--- src/rtl/write_path_arbiter.sv ---
// Three-way round-robin arbiter for a shared downstream write port. An owner is
// locked for BURST_BEATS data beats, and the address command is issued on beat 0.

module wpa_port (
    input  logic is_owner,
    input  logic stall,
    input  logic af_wr_en,
    input  logic wdf_wr_en,
    output logic req,
    output logic af_full,
    output logic wdf_full
);
    assign req      = af_wr_en | wdf_wr_en;
    // Non-owners are always held off. The owner sees the downstream stall.
    assign af_full  = !is_owner | stall;
    assign wdf_full = !is_owner | stall;
endmodule

module write_path_arbiter #(
    parameter int BURST_BEATS = 2
) (
    input  logic         clk,
    input  logic         rst,
    input  logic [30:0]  filler_addr_din,
    input  logic         filler_af_wr_en,
    input  logic [127:0] filler_wdf_din,
    input  logic [15:0]  filler_wdf_mask_din,
    input  logic         filler_wdf_wr_en,
    output logic         filler_af_full,
    output logic         filler_wdf_full,
    input  logic [30:0]  line_addr_din,
    input  logic         line_af_wr_en,
    input  logic [127:0] line_wdf_din,
    input  logic [15:0]  line_wdf_mask_din,
    input  logic         line_wdf_wr_en,
    output logic         line_af_full,
    output logic         line_wdf_full,
    input  logic [30:0]  bypass_addr_din,
    input  logic         bypass_af_wr_en,
    input  logic [127:0] bypass_wdf_din,
    input  logic [15:0]  bypass_wdf_mask_din,
    input  logic         bypass_wdf_wr_en,
    output logic         bypass_af_full,
    output logic         bypass_wdf_full,
    input  logic         af_full,
    input  logic         wdf_full,
    output logic [30:0]  addr_din,
    output logic [2:0]   af_cmd_din,
    output logic         af_wr_en,
    output logic [127:0] wdf_din,
    output logic [15:0]  wdf_mask_din,
    output logic         wdf_wr_en,
    output logic [1:0]   grant,
    output logic         busy,
    output logic [15:0]  bursts_done
);
    localparam int NUM_REQ = 3;
    localparam logic [1:0] LAST_BEAT = 2'(BURST_BEATS - 1);

    typedef enum logic {IDLE, LOCKED} state_t;

    state_t     state;
    logic [1:0] beat, rr_ptr, owner, sel;
    logic       stall, last;

    logic [NUM_REQ-1:0][30:0]  req_addr;
    logic [NUM_REQ-1:0][127:0] req_data;
    logic [NUM_REQ-1:0][15:0]  req_mask;
    logic [NUM_REQ-1:0]        req_af, req_wdf, req, port_af_full, port_wdf_full;

    assign req_addr = {bypass_addr_din, line_addr_din, filler_addr_din};
    assign req_data = {bypass_wdf_din, line_wdf_din, filler_wdf_din};
    assign req_mask = {bypass_wdf_mask_din, line_wdf_mask_din, filler_wdf_mask_din};
    assign req_af   = {bypass_af_wr_en, line_af_wr_en, filler_af_wr_en};
    assign req_wdf  = {bypass_wdf_wr_en, line_wdf_wr_en, filler_wdf_wr_en};

    assign stall = af_full | wdf_full;

    for (genvar g = 0; g < NUM_REQ; g++) begin : g_port
        wpa_port u_port (
            .is_owner (grant == 2'(g)),
            .stall    (stall),
            .af_wr_en (req_af[g]),
            .wdf_wr_en(req_wdf[g]),
            .req      (req[g]),
            .af_full  (port_af_full[g]),
            .wdf_full (port_wdf_full[g])
        );
    end

    assign filler_af_full  = port_af_full[0];
    assign filler_wdf_full = port_wdf_full[0];
    assign line_af_full    = port_af_full[1];
    assign line_wdf_full   = port_wdf_full[1];
    assign bypass_af_full  = port_af_full[2];
    assign bypass_wdf_full = port_wdf_full[2];

    // Scanning downward lets the nearest requester to rr_ptr overwrite farther ones.
    always_comb begin
        logic [1:0] idx;
        idx   = 2'd0;
        grant = 2'd3;
        if (rst) begin
            if (state == LOCKED) begin
                grant = owner;
            end else begin
                for (int i = NUM_REQ - 1; i >= 0; i--) begin
                    idx = 2'((int'(rr_ptr) + i) % NUM_REQ);
                    if (req[idx]) grant = idx;
                end
            end
        end
    end

    assign sel          = (grant == 2'd3) ? 2'd0 : grant;
    assign addr_din     = req_addr[sel];
    assign wdf_din      = req_data[sel];
    assign wdf_mask_din = req_mask[sel];
    assign af_cmd_din   = 3'b000;
    assign af_wr_en     = (grant != 2'd3) && req_af[sel] && (beat == 2'd0) && !stall;
    assign wdf_wr_en    = (grant != 2'd3) && req_wdf[sel] && !stall;
    assign busy         = (state == LOCKED);

    assign last = (state == IDLE) ? (BURST_BEATS == 1) : (beat == LAST_BEAT);

    always_ff @(posedge clk or negedge rst) begin
        if (!rst) begin
            state       <= IDLE;
            beat        <= 2'd0;
            rr_ptr      <= 2'd0;
            owner       <= 2'd0;
            bursts_done <= 16'd0;
        end else if (wdf_wr_en) begin
            if (last) begin
                state       <= IDLE;
                beat        <= 2'd0;
                rr_ptr      <= (grant == 2'd2) ? 2'd0 : grant + 2'd1;
                bursts_done <= bursts_done + 16'd1;
            end else begin
                state <= LOCKED;
                owner <= grant;
                beat  <= beat + 2'd1;
            end
        end
    end
endmodule

--- config.mk ---
export PLATFORM = sky130hd
export DESIGN_NAME = write_path_arbiter
export DESIGN_NICKNAME = d
export VERILOG_FILES = /design/src/rtl/write_path_arbiter.sv
export SDC_FILE = /design/constraint.sdc
export NUM_CORES = 1
export LEC_CHECK = 0
export ABC_CLOCK_PERIOD_IN_PS = 2800
export CAP_MARGIN = 20
export CORE_AREA = 5 5 287 289
export DETAILED_ROUTE_END_ITERATION = 8
export DIE_AREA = 0 0 292 294
export GPL_TIMING_DRIVEN = 0
export HOLD_SLACK_MARGIN = 0.15
export PLACE_DENSITY = 0.39
export SYNTH_ARGS = -nofsm -noshare
export SYNTH_HDL_FRONTEND = slang
export SYNTH_SLANG_ARGS = --single-unit
--- constraint.sdc ---
create_clock -name clk -period 2.8 [get_ports clk]
set_input_delay 0.28 -clock clk [delete_from_list [all_inputs] [get_ports clk]]
set_output_delay 0.28 -clock clk [all_outputs]
set_load 0.01 [all_outputs]
==> parameters.txt, run 1 <==
Parameter                              Value

Critical path
  Maximum fanout count along the critical path ... 7
  Cell family with the largest share of critical-path delay ... buffers and inverters
  Path length in cells of the critical path ... 15
  Max stage delay on crit path ... roughly 0.40 ns
  Slowest cell on crit path ... sky130_fd_sc_hd__dfrtp_1
  Req. time, crit path ... ~2.5 ns
  Crit path arrival time ... roughly 3 ns
  Cell chain of the critical path ... buf_4 > ha_4 > nor2_4 > and2_1 > o31a_1 > nor2_4 > buf_6 > nor2_4 > clkbuf_16 > buf_12 > buf_8 > clkbuf_16 > a22oi_2 > nand2_4 > buf_8
  Kind of capture point of the worst setup path ... primary output
  Type of origin of the critical path ... register
  Worst path buffer plus inverter count ... 7
  Category of the most critical setup path ... reg -> out
  Cell type with the highest occurrence count on the critical path ... sky130_fd_sc_hd__nor2_4
  Path depth of the worst reg2reg path ... 13

Logic synthesis
  Synth Area per Inst ... between 5 and 6 µm²
  Complex-gate fraction of the synthesized area ... between 30 and 40%
  Mapped cell area ... 4290 µm²
  Post-synthesis cell type count ... 42
  FF+latch count, synth ... 23
  Leading register cell type out of synthesis ... sky130_fd_sc_hd__dfrtp_1
  Proportion of synthesized flip-flops having asynchronous set or reset ... between 90% and 100%
  Post-synthesis share of cell area spent on and, or, nand and nor gates ... between 30% and 40%
  Cell count after synthesis ... approximately 720
  Number of enable flip-flop cells after synthesis ... 0
  XOR/XNOR Fraction of Synth Area ... under 10%
  Fraction of the yosys area taken by sequential cells ... 13.4%
  Area share of fa/ha/maj cells after synthesis ... 1.17%
  Share of cell area taken by muxes after synthesis ... about 1.8%
  Total of warnings raised by yosys ... 0
  Largest family of logic cells by synthesized area ... simple AND/OR/NAND/NOR gates

Place
  Placement-stage worst setup slack ... -2.72 ns
  Total cell area at the placement stage ... 13100 µm²
  Port bufs ... 736
  Weighted congestion reported at the end of routability-driven placement ... around 0.93
  HPWL after detailed placement ... between 50000 and 60000 µm
  Placed cell count ... approximately 2500

Detailed routing
  Vias per cell ... ~3.4
  Routed via count ... 8903
  Final Routed Wirelength ... roughly 63000 µm
  DRC Markers ... 0
  Routed WL per cell ... roughly 24 µm
  Number of DRC markers after the initial detailed-route iteration ... between 300 and 400
  First-pass detailed-route iteration total ... 4
  Final antenna-violating net count ... 0

Timing
  Worst slack on hold paths ... roughly 0.47 ns
  Final clock period utilization by the worst path ... 116%
  FMAX ... 309 MHz
  Post-Route Skew ... around 0.0044 ns
  Final number of hold-violating endpoints ... 0
  Final WS setup ... -0.441 ns
  Worst Tran Pin Value ... roughly 0.72 ns
  Final total negative setup slack ... -53.87 ns
  Slew margin rel. ... between 50% and 60%
  Count of final max-slew check failures ... 0
  Final min period ... approximately 3.2 ns
  Number of setup violations in the final report ... about 180
  Setup repair after global routing missed its margin ... true

Floorplanning
  Die span in x ... 292 µm
  Std-Cell Rows ... 104
  Initial cell density of the core ... 5.39%
  Overall die height ... 294 µm
  Core region area ... between 70000 and 80000 µm²
  IO Pins ... 740
  Die Outline Area ... 85800 µm²

Global route
  Wire length of the first global-routing pass ... between 70000 and 80000 µm
  Pin count of the biggest net entering global routing ... 17
  Total global routing track utilization ... between 10% and 20%
  Antenna violations before repair ... 10
  Number of global-route vias before repair ... 9509
  Total grt overflow ... 0

CTS
  Max clock buf depth ... 2
  Clock tree root buffer cell ... sky130_fd_sc_hd__clkbuf_16
  TritonCTS Buffers ... 3
  TritonCTS clock tree ... built
  Maximum level of the CTS H-tree ... 1
  Clock edge transition at the registers on the reported setup and hold paths ... around 0.060 ns
  Clock sink count ... 23
  Later-pin clock latency in the skew report ... roughly 0.26 ns

Pwr
  Power density over cell area ... between 800 and 900 nW/µm²
  Cell leakage power ... between 6 and 7 nW
  Max rail drop VDD ... 0.367 mV

Finish
  Filler-free cell count of the finished design ... between 2000 and 3000
  Commonest non-fill, non-tap cell in the layout ... sky130_fd_sc_hd__clkdlybuf4s50_1
  Fraction of layout instances using a drive strength above 1 ... about two fifths
  Final std cell area, no fill ... roughly 16000 µm²
  Most frequent cells in the layout ... sky130_fd_sc_hd__clkdlybuf4s50_1 (550), sky130_fd_sc_hd__nand2_1 (191), sky130_fd_sc_hd__buf_6 (120)
  Area added between synthesis and finish ... 273%
  Fillcell total ... approximately 8900
  Net count reported at finish ... a little over 2000

Worst hold path
  Number of instances on the worst hold path ... 1
  Worst hold path class ... reg -> reg

Run status
  Failing checks ... negative setup slack
  Status ... finished, violations left

Run
  Number of max-cap violations ... 0
[what timing repair did]
| action | in CTS | in global routing |
|---|---|---|
| gates cloned | 8 | 16 |
| pin swaps | 78 | 86 |
| hold buffers | 2 | 0 |
| endpoints found under the hold margin | 7 | 0 |
| buffers inserted | 31 | 9 |
| endpoints found under the setup margin | 208 | 196 |
| gates resized for setup | 1195 | 286 |
[kinds of logic (layout without fill, tap and decap cells)]
family	count (synthesis)	after routing
xor+xnor	16	16
buf+inv	69	875
other cells	1	8
fa+ha+maj	4	4
mux	7	7
flops	23	23
compound gates	207	207
simple gates	395	395
[routing by layer]
metal	part of all wire, %	GRT usage [%]	up-vias
li1	-	-	4175
met1	43	17.2	4172
met2	46	21.1	498
met3	9.3	4.47	52
met4	2.2	2.26	6
met5	0.054	0	-
[metrics by stage]
| step | power [mW] | util (%) |
|---|---|---|
| floorplan | 3.97 | - |
| global placement | 10.3 | 16.3 |
| detailed placement | 10.4 | 16.5 |
| CTS | 12.9 | 18.6 |
| global route | 15.2 | 20.1 |
| finish | 14.2 | 20.1 |
[report_power, final]
part | internal [mW] | switching, mW | leakage [nW] | total, mW
clock network | 0.192 | 0.122 | 0.0409 | 0.314
registers | 0.392 | 0.0835 | 0.308 | 0.476
logic | 6.52 | 6.85 | 6.25 | 13.4
total | 7.10 | 7.06 | 6.59 | 14.2
[registers in the layout, summed over array words and instances (netlist names)]
register / flops
bursts_done: 16
owner: 2
busy: 1
beat: 2
rr_ptr: 2
[synth_stat cells, types with 2 or more instances]
library cell                count  area share (%)
sky130_fd_sc_hd__a22oi_1      176              31
sky130_fd_sc_hd__xnor2_1       14             2.9
sky130_fd_sc_hd__buf_2         16             1.9
sky130_fd_sc_hd__xor2_1         2            0.41
sky130_fd_sc_hd__and2_1        10             1.5
sky130_fd_sc_hd__nand2_1      358              31
sky130_fd_sc_hd__o2111ai_1      5             1.0
sky130_fd_sc_hd__nor2_1         8            0.70
sky130_fd_sc_hd__nor2b_1        2            0.29
sky130_fd_sc_hd__and3_1         4            0.58
sky130_fd_sc_hd__or2_2          3            0.44
sky130_fd_sc_hd__o21ai_1        2            0.23
sky130_fd_sc_hd__buf_4          6             1.1
sky130_fd_sc_hd__a21oi_1        3            0.35
sky130_fd_sc_hd__o211ai_1       7             1.2
sky130_fd_sc_hd__mux2_2         6             1.6
sky130_fd_sc_hd__nand2b_1       3            0.44
sky130_fd_sc_hd__o21ai_0        4            0.47
sky130_fd_sc_hd__dfrtp_1       23              13
sky130_fd_sc_hd__clkbuf_1      43             3.8
sky130_fd_sc_hd__ha_1           4             1.2
sky130_fd_sc_hd__inv_1          3            0.26
[area by class of cell]
class	count	area, µm²	area share, %
repair buffers	803	8130	50.8
multi-input cells	632	4740	29.6
well taps	1060	1330	8.30
plain buffers	65	1110	6.97
flip-flops and latches	23	577	3.61
clock buffers	3	75.1	0.470
diodes	5	12.5	0.0783
inverters	3	11.3	0.0705
clock inverters	1	5.00	0.0313
[path summary, 6_finish.rpt]
kind / from / to / slack, ns
hold / removal: bursts_done[15] / bursts_done[15] / 0.47
setup / recovery: rr_ptr[0] / wdf_din[19] / -0.44
max in group asynchronous: rst / rr_ptr[1] / 1.41
min in group asynchronous: rst / bursts_done[1] / 0.63
hold reg to reg: bursts_done[15] / bursts_done[15] / 0.47
setup reg to reg: rr_ptr[0] / bursts_done[6] / 0.05
Power figures use the tool's default switching activity.
==> inputs of run 2 (changes only) <==
PLACE_DENSITY = 0.41   (was 0.39)
SETUP_SLACK_MARGIN = 0.3   (was not set)
==> run 2 against run 1 <==
The flow still finishes with violations (negative setup slack). First-iteration DRC count is 24% lower. Register-to-register slack worse by 0.23 ns. Critical path depth stayed put. Sequential cell count unchanged. Total power grew 21%. Clock power about the same. Sequential share of layout area is 0.50 points lower. Clock skew fell by 0.0021 ns. Via count is 5.1% higher. Worst hold slack gained 0.012 ns. Fmax down 7.0%. Critical endpoint is now wdf_din[75].
==> parameters.txt, run 2 (synthesis gave the netlist of run 1 again) <==
Parameter                              Value

Critical path
  Maximum fanout count along the critical path ... 7 (unchanged)
  Setup slack on the worst flop-to-flop path ... -0.18 ns (-0.23 ns)
  Req. time, crit path ... 2.52 ns (about the same)
  Crit path arrival time ... 3.21 ns (+0.25 ns)
  Type of origin of the critical path ... register
  Category of the most critical setup path ... reg -> out
  Start of the worst register-to-register path ... rr_ptr[0]
  Kind of capture point of the worst setup path ... primary output
  First element of the critical path ... rr_ptr[0]

Floorplanning
  Initial cell density of the core ... 5.39% (unchanged)
  Std-Cell Rows ... 104 (unchanged)
  Core region area ... 79600 µm² (unchanged)
  Die span in x ... 292 µm (unchanged)
  IO Pins ... 740 (unchanged)
  Die Outline Area ... 85800 µm² (unchanged)
  Overall die height ... 294 µm (unchanged)

Finish
  Fillcell total ... 8646 (-3.2%)
  Area taken by flip-flops and latches ... 577 µm² (unchanged)
  Top register by number of flip-flops ... bursts_done
  Final std cell area, no fill ... 18600 µm² (+16%)
  Filler-free cell count of the finished design ... 2732 (+5.3%)
  Most frequent cells in the layout ... sky130_fd_sc_hd__clkdlybuf4s50_1 (550), sky130_fd_sc_hd__nand2_2 (202), sky130_fd_sc_hd__buf_6 (201)
  Net count reported at finish ... 2210 (+6.8%)
  Area added between synthesis and finish ... 333%
  Commonest non-fill, non-tap cell in the layout ... sky130_fd_sc_hd__clkdlybuf4s50_1
  Combined area of the multi-input logic cells ... 5160 µm² (+9.0%)
  Fraction of layout instances using a drive strength above 1 ... 53.5% (+14 points)
  Max FFs per register ... 16 (unchanged)

Timing
  Final min period ... 3.49 ns (+0.244 ns)
  Slew margin rel. ... 45.0% (-6.6 points)
  FMAX ... 287 MHz (-7.0%)
  Setup repair after global routing missed its margin ... true
  Worst Tran Pin Value ... 0.822 ns (+0.0986 ns)
  Final clock period utilization by the worst path ... 124% (+8.7 points)
  Post-Route Skew ... 0.00233 ns (-0.00207 ns)
  Count of final max-slew check failures ... 0 (unchanged)
  Final WS setup ... -0.685 ns (-0.244 ns)
  Number of setup violations in the final report ... 203 (+12%)
  Final total negative setup slack ... -97.55 ns (-43.68 ns)
  Final number of hold-violating endpoints ... 0 (unchanged)
  Worst slack on hold paths ... 0.484 ns (+0.0116 ns)

CTS
  Maximum level of the CTS H-tree ... 1 (unchanged)
  Clock tree root buffer cell ... sky130_fd_sc_hd__clkbuf_16
  Later-pin clock latency in the skew report ... 0.25 ns (about the same)
  Max clock buf depth ... 2 (unchanged)
  TritonCTS Buffers ... 3 (unchanged)
  Clock sink count ... 23 (unchanged)
  TritonCTS clock tree ... built
  Clock edge transition at the registers on the reported setup and hold paths ... 0.06 ns (about the same)

Run status
  Failing checks ... negative setup slack
  Status ... finished, violations left

Place
  Placed cell count ... 2524 (-0.040%)
  Port bufs ... 736 (unchanged)
  Placement-stage worst setup slack ... -1.82 ns (+0.903 ns)
  Total cell area at the placement stage ... 13800 µm² (+5.4%)
  HPWL after detailed placement ... 47600 µm (-11%)
  Weighted congestion reported at the end of routability-driven placement ... 0.924 (-0.72%)

Detailed routing
  Routed WL per cell ... 22.0 µm (-9.9%)
  Routed via count ... 9356 (+5.1%)
  Number of DRC markers after the initial detailed-route iteration ... 237 (-24%)
  Final Routed Wirelength ... 60000 µm (-5.1%)
  DRC Markers ... 0 (unchanged)
  First-pass detailed-route iteration total ... 4 (unchanged)
  Final antenna-violating net count ... 0 (unchanged)
  Vias per cell ... 3.42 (-0.18%)

Global route
  Wire length of the first global-routing pass ... 77300 µm (-2.7%)
  Total grt overflow ... 0 (unchanged)
  Pin count of the biggest net entering global routing ... 18 (+1)
  Total global routing track utilization ... 12.4% (-0.69 points)
  Antenna violations before repair ... 8 (-2)
  Number of global-route vias before repair ... 10202 (+7.3%)

Worst hold path
  Hold_sp ... bursts_done[15]
  Worst hold path class ... reg -> reg

Run
  Number of max-cap violations ... 0 (unchanged)

Pwr
  Cell leakage power ... 7.60 nW (+15%)
  Max rail drop VDD ... 0.548 mV (+49%)
  Power density over cell area ... 921 nW/µm² (+3.9%)
## run 2: cell count changes in the layout (fill, tap and decap cells not counted), moves of 20 or more
cell / delta
sky130_fd_sc_hd__a22oi_1: -73
sky130_fd_sc_hd__a22oi_2: +73
sky130_fd_sc_hd__buf_2: -20
sky130_fd_sc_hd__buf_4: +35
sky130_fd_sc_hd__buf_6: +81
sky130_fd_sc_hd__clkbuf_16: +22
sky130_fd_sc_hd__nand2_1: -60
sky130_fd_sc_hd__nand2_2: +97
sky130_fd_sc_hd__nand2_4: -37
## run 2: power by group
part	internal, mW	total (mW)	switching, mW
registers	0.392	0.474	0.0817
logic	9.05	16.3	7.25
clock network	0.194	0.312	0.117
## run 2: area by class of cell
type / instances / area share [%]
antenna: 2 / 0.0270
buffer: 65 / 7.22
clock buffer: 4 / 0.425
inverter: 3 / 0.0607
multi-input combinational: 632 / 27.8
sequential: 23 / 3.11
tap: 1060 / 7.15
timing repair buffer: 943 / 54.2
## run 2: stage by stage
stage	total power, mW	utilization, %
after global routing	18.2	23.3
after floorplan	4.98	-
after detailed placement	11.0	17.4
final	17.1	23.3
after CTS	15.2	21.4
after global placement	10.9	17.3
## run 2: worst paths after layout
check                             endpoint  cells after the start
min in group asynchronous  bursts_done[15]                      2
hold / removal             bursts_done[15]                      1
setup / recovery               wdf_din[75]                     15
max in group asynchronous        rr_ptr[1]                      3
hold reg to reg            bursts_done[15]                      1
setup reg to reg                 rr_ptr[0]                     14
## run 2: what timing repair did
action	CTS	global route
pin swaps	144	89
cloned	16	15
gates resized for setup	1296	239
hold endpoints to repair	6	0
endpoints found under the setup margin	208	208
hold buffers	2	0
buffers inserted	110	60
## run 2: worst max-delay path, cell delays in order, from the launching register on
cell,delay [ns]
sky130_fd_sc_hd__dfrtp_1,0.42
sky130_fd_sc_hd__buf_6,0.14
sky130_fd_sc_hd__ha_4,0.18
sky130_fd_sc_hd__nor2b_4,0.13
sky130_fd_sc_hd__a221oi_2,0.30
sky130_fd_sc_hd__o21ai_2,0.13
sky130_fd_sc_hd__and3_4,0.21
sky130_fd_sc_hd__and2_4,0.16
sky130_fd_sc_hd__buf_12,0.12
sky130_fd_sc_hd__buf_4,0.14
sky130_fd_sc_hd__buf_12,0.14
sky130_fd_sc_hd__buf_16,0.16
sky130_fd_sc_hd__buf_12,0.14
sky130_fd_sc_hd__a22oi_2,0.30
sky130_fd_sc_hd__nand2_2,0.10
sky130_fd_sc_hd__buf_6,0.15
## run 2: metal layers
layer	up-vias	global-route usage, %	wire length [µm]
li1	4458	-	-
met1	4356	14.9	24400
met2	474	22.0	29400
met3	56	3.86	4930
met4	12	2.22	1230
met5	-	0	80
==> inputs of run 3 (changes only) <==
SKIP_LAST_GASP = 1   (was not set)
==> run 3 against run 2 <==
Clock-buffer cell count unchanged. Register-to-register slack improved by 0.06 ns. Via count increased by 1.5%. Combinational power increased by 2%. Global-route usage about the same. Largest power group unchanged. The flow still finishes with violations (negative setup slack). Clock skew increased by 0.0017 ns. Sequential cell count unchanged. Core utilization increased by 0.40 points. Cell count increased by 0.92%. Routed wire length increased by 1.3%.
==> parameters.txt, run 3 (synthesis gave the netlist of run 1 again) <==
Parameter                              Value

CTS
  Clock edge transition at the registers on the reported setup and hold paths ... 0.06 ns (about the same)
  Maximum level of the CTS H-tree ... 1 (unchanged)
  Clock tree root buffer cell ... sky130_fd_sc_hd__clkbuf_16
  Clock sink count ... 23 (unchanged)
  Max clock buf depth ... 2 (unchanged)
  TritonCTS Buffers ... 3 (unchanged)
  TritonCTS clock tree ... built
  Later-pin clock latency in the skew report ... 0.26 ns (about the same)

Finish
  Filler-free cell count of the finished design ... 2757 (+0.92%)
  Commonest non-fill, non-tap cell in the layout ... sky130_fd_sc_hd__clkdlybuf4s50_1
  Net count reported at finish ... 2235 (+1.1%)
  Top register by number of flip-flops ... bursts_done
  Finished Core Util ... 23.7% (+0.40 points)
  Final std cell area, no fill ... 18900 µm² (+1.7%)
  Most frequent cells in the layout ... sky130_fd_sc_hd__clkdlybuf4s50_1 (550), sky130_fd_sc_hd__buf_6 (215), sky130_fd_sc_hd__nand2_2 (204)
  Fraction of layout instances using a drive strength above 1 ... 55.2% (+1.7 points)
  Max FFs per register ... 16 (unchanged)
  Area added between synthesis and finish ... 340%

Critical path
  Maximum fanout count along the critical path ... 8 (+1)
  Cell chain of the critical path ... inv_2 > ha_4 > or2_4 > a32oi_2 > o21ai_2 > and3_4 > and2_4 > buf_12 > buf_12 > buf_12 > buf_16 > buf_12 > buf_8 > a22oi_2 > nand2_2 > buf_8
  First element of the critical path ... rr_ptr[0]
  Type of origin of the critical path ... register
  Cell family with the largest share of critical-path delay ... buffers and inverters
  Start of the worst register-to-register path ... rr_ptr[0]
  Kind of capture point of the worst setup path ... primary output
  Worst path buffer plus inverter count ... 8 (+1)
  Category of the most critical setup path ... reg -> out
  Crit path arrival time ... 3.14 ns (-0.07 ns)
  Max stage delay on crit path ... 0.41 ns (about the same)
  Cell type with the highest occurrence count on the critical path ... sky130_fd_sc_hd__buf_12
  Req. time, crit path ... 2.52 ns (about the same)
  Slowest cell on crit path ... sky130_fd_sc_hd__dfrtp_1

Run
  Number of max-cap violations ... 0 (unchanged)

Run status
  Failing checks ... negative setup slack
  Status ... finished, violations left

Timing
  Final number of hold-violating endpoints ... 0 (unchanged)
  Count of final max-slew check failures ... 0 (unchanged)
  Setup repair after global routing missed its margin ... true
  Post-Route Skew ... 0.00399 ns (+0.00166 ns)
  FMAX ... 292 MHz (+1.8%)
  Final total negative setup slack ... -90.77 ns (+6.78 ns)
  Final WS setup ... -0.625 ns (+0.0604 ns)
  Final min period ... 3.42 ns (-0.0604 ns)
  Worst slack on hold paths ... 0.497 ns (+0.0133 ns)
  Final clock period utilization by the worst path ... 122% (-2.2 points)
  Worst Tran Pin Value ... 0.800 ns (-0.0226 ns)
  Number of setup violations in the final report ... 201 (-0.99%)
  Slew margin rel. ... 46.5% (+1.5 points)

Floorplanning
  Initial cell density of the core ... 5.39% (unchanged)
  Die Outline Area ... 85800 µm² (unchanged)
  Die span in x ... 292 µm (unchanged)
  Std-Cell Rows ... 104 (unchanged)
  IO Pins ... 740 (unchanged)
  Core region area ... 79600 µm² (unchanged)
  Overall die height ... 294 µm (unchanged)

Global route
  Number of global-route vias before repair ... 10176 (-0.25%)
  Pin count of the biggest net entering global routing ... 18 (unchanged)
  Total global routing track utilization ... 12.4% (-0.022 points)
  Antenna violations before repair ... 8 (unchanged)
  Met1 layer usage reported by global route ... 14.9% (+0.041 points)
  Most congested layer reported by global routing ... met2
  Global Route met2 Usage ... 21.9% (-0.12 points)
  Wire length of the first global-routing pass ... 77200 µm (-0.17%)
  Total grt overflow ... 0 (unchanged)
  Met3 GRT Util ... 3.81% (-0.053 points)

Detailed routing
  First-pass detailed-route iteration total ... 4 (unchanged)
  Routed WL per cell ... 22.1 µm (+0.39%)
  Final antenna-violating net count ... 0 (unchanged)
  DRC Markers ... 0 (unchanged)
  Vias per cell ... 3.45 (+0.63%)
  Number of DRC markers after the initial detailed-route iteration ... 243 (+2.5%)
  Final Routed Wirelength ... 60800 µm (+1.3%)
  Routed via count ... 9501 (+1.5%)

Pwr
  Power density over cell area ... 926 nW/µm² (+0.55%)
  Total power after layout ... 17.5 mW (+2.3%)
  Max rail drop VDD ... 0.619 mV (+13%)
  Cell leakage power ... 7.81 nW (+2.7%)

Place
  HPWL after detailed placement ... 47600 µm (unchanged)
  Weighted congestion reported at the end of routability-driven placement ... 0.924 (unchanged)
  Total cell area at the placement stage ... 13800 µm² (unchanged)
  Port bufs ... 736 (unchanged)
  Placed cell count ... 2524 (unchanged)
  Placement-stage worst setup slack ... -1.82 ns (unchanged)

Worst hold path
  Worst hold path class ... reg -> reg
  Hold_sp ... bursts_done[10]
run 3: worst register-to-register path, cell delays in order, from the launching register on:
cell and delay, ns:
sky130_fd_sc_hd__dfrtp_1 0.41, sky130_fd_sc_hd__inv_2 0.08, sky130_fd_sc_hd__ha_4 0.30, sky130_fd_sc_hd__nand2b_4 0.14, sky130_fd_sc_hd__a21oi_2 0.05, sky130_fd_sc_hd__o211a_1 0.29
sky130_fd_sc_hd__buf_6 0.13, sky130_fd_sc_hd__or3b_4 0.41, sky130_fd_sc_hd__a211oi_4 0.25, sky130_fd_sc_hd__buf_4 0.16, sky130_fd_sc_hd__buf_8 0.13, sky130_fd_sc_hd__buf_12 0.10
sky130_fd_sc_hd__o21ai_4 0.08, sky130_fd_sc_hd__mux2_2 0.28
run 3: worst paths after layout:
path	to	slack, ns	cells past startpoint
max	wdf_din[74]	-0.62	16
min	bursts_done[10]	0.50	1
max reg2reg	rr_ptr[0]	-0.12	13
min reg2reg	bursts_done[10]	0.50	1
max in group asynchronous	rr_ptr[1]	1.34	3
min in group asynchronous	bursts_done[15]	0.59	2
run 3: area by class of cell:
type / count / area (µm²)
diodes: 2 / 5.00
plain buffers: 65 / 1340
clock buffers: 4 / 78.8
fillers: 8622 / 60800
inverters: 3 / 13.8
multi-input cells: 632 / 5290
flip-flops and latches: 23 / 577
well taps: 1060 / 1330
repair buffers: 968 / 10200
run 3: timing repair:
item | in CTS | in global routing
cloned | 16 | 15
buffers inserted | 110 | 85
endpoints found under the setup margin | 208 | 208
pin swaps | 139 | 132
endpoints found under the hold margin | 6 | 0
hold buffers | 2 | 0
gates resized for setup | 1221 | 372
run 3: power by group:
| group | internal, mW | leakage, nW | switching [mW] |
|---|---|---|---|
| Combinational | 9.27 | 7.46 | 7.42 |
| Sequential | 0.392 | 0.308 | 0.0818 |
| Clock | 0.194 | 0.0382 | 0.118 |
| Total | 9.85 | 7.81 | 7.62 |
run 3: routing by layer:
metal / vias to the layer above / wire length, µm
li1: 4499 / -
met1: 4447 / 24800
met2: 483 / 29600
met3: 60 / 4990
met4: 12 / 1350
met5: - / 80
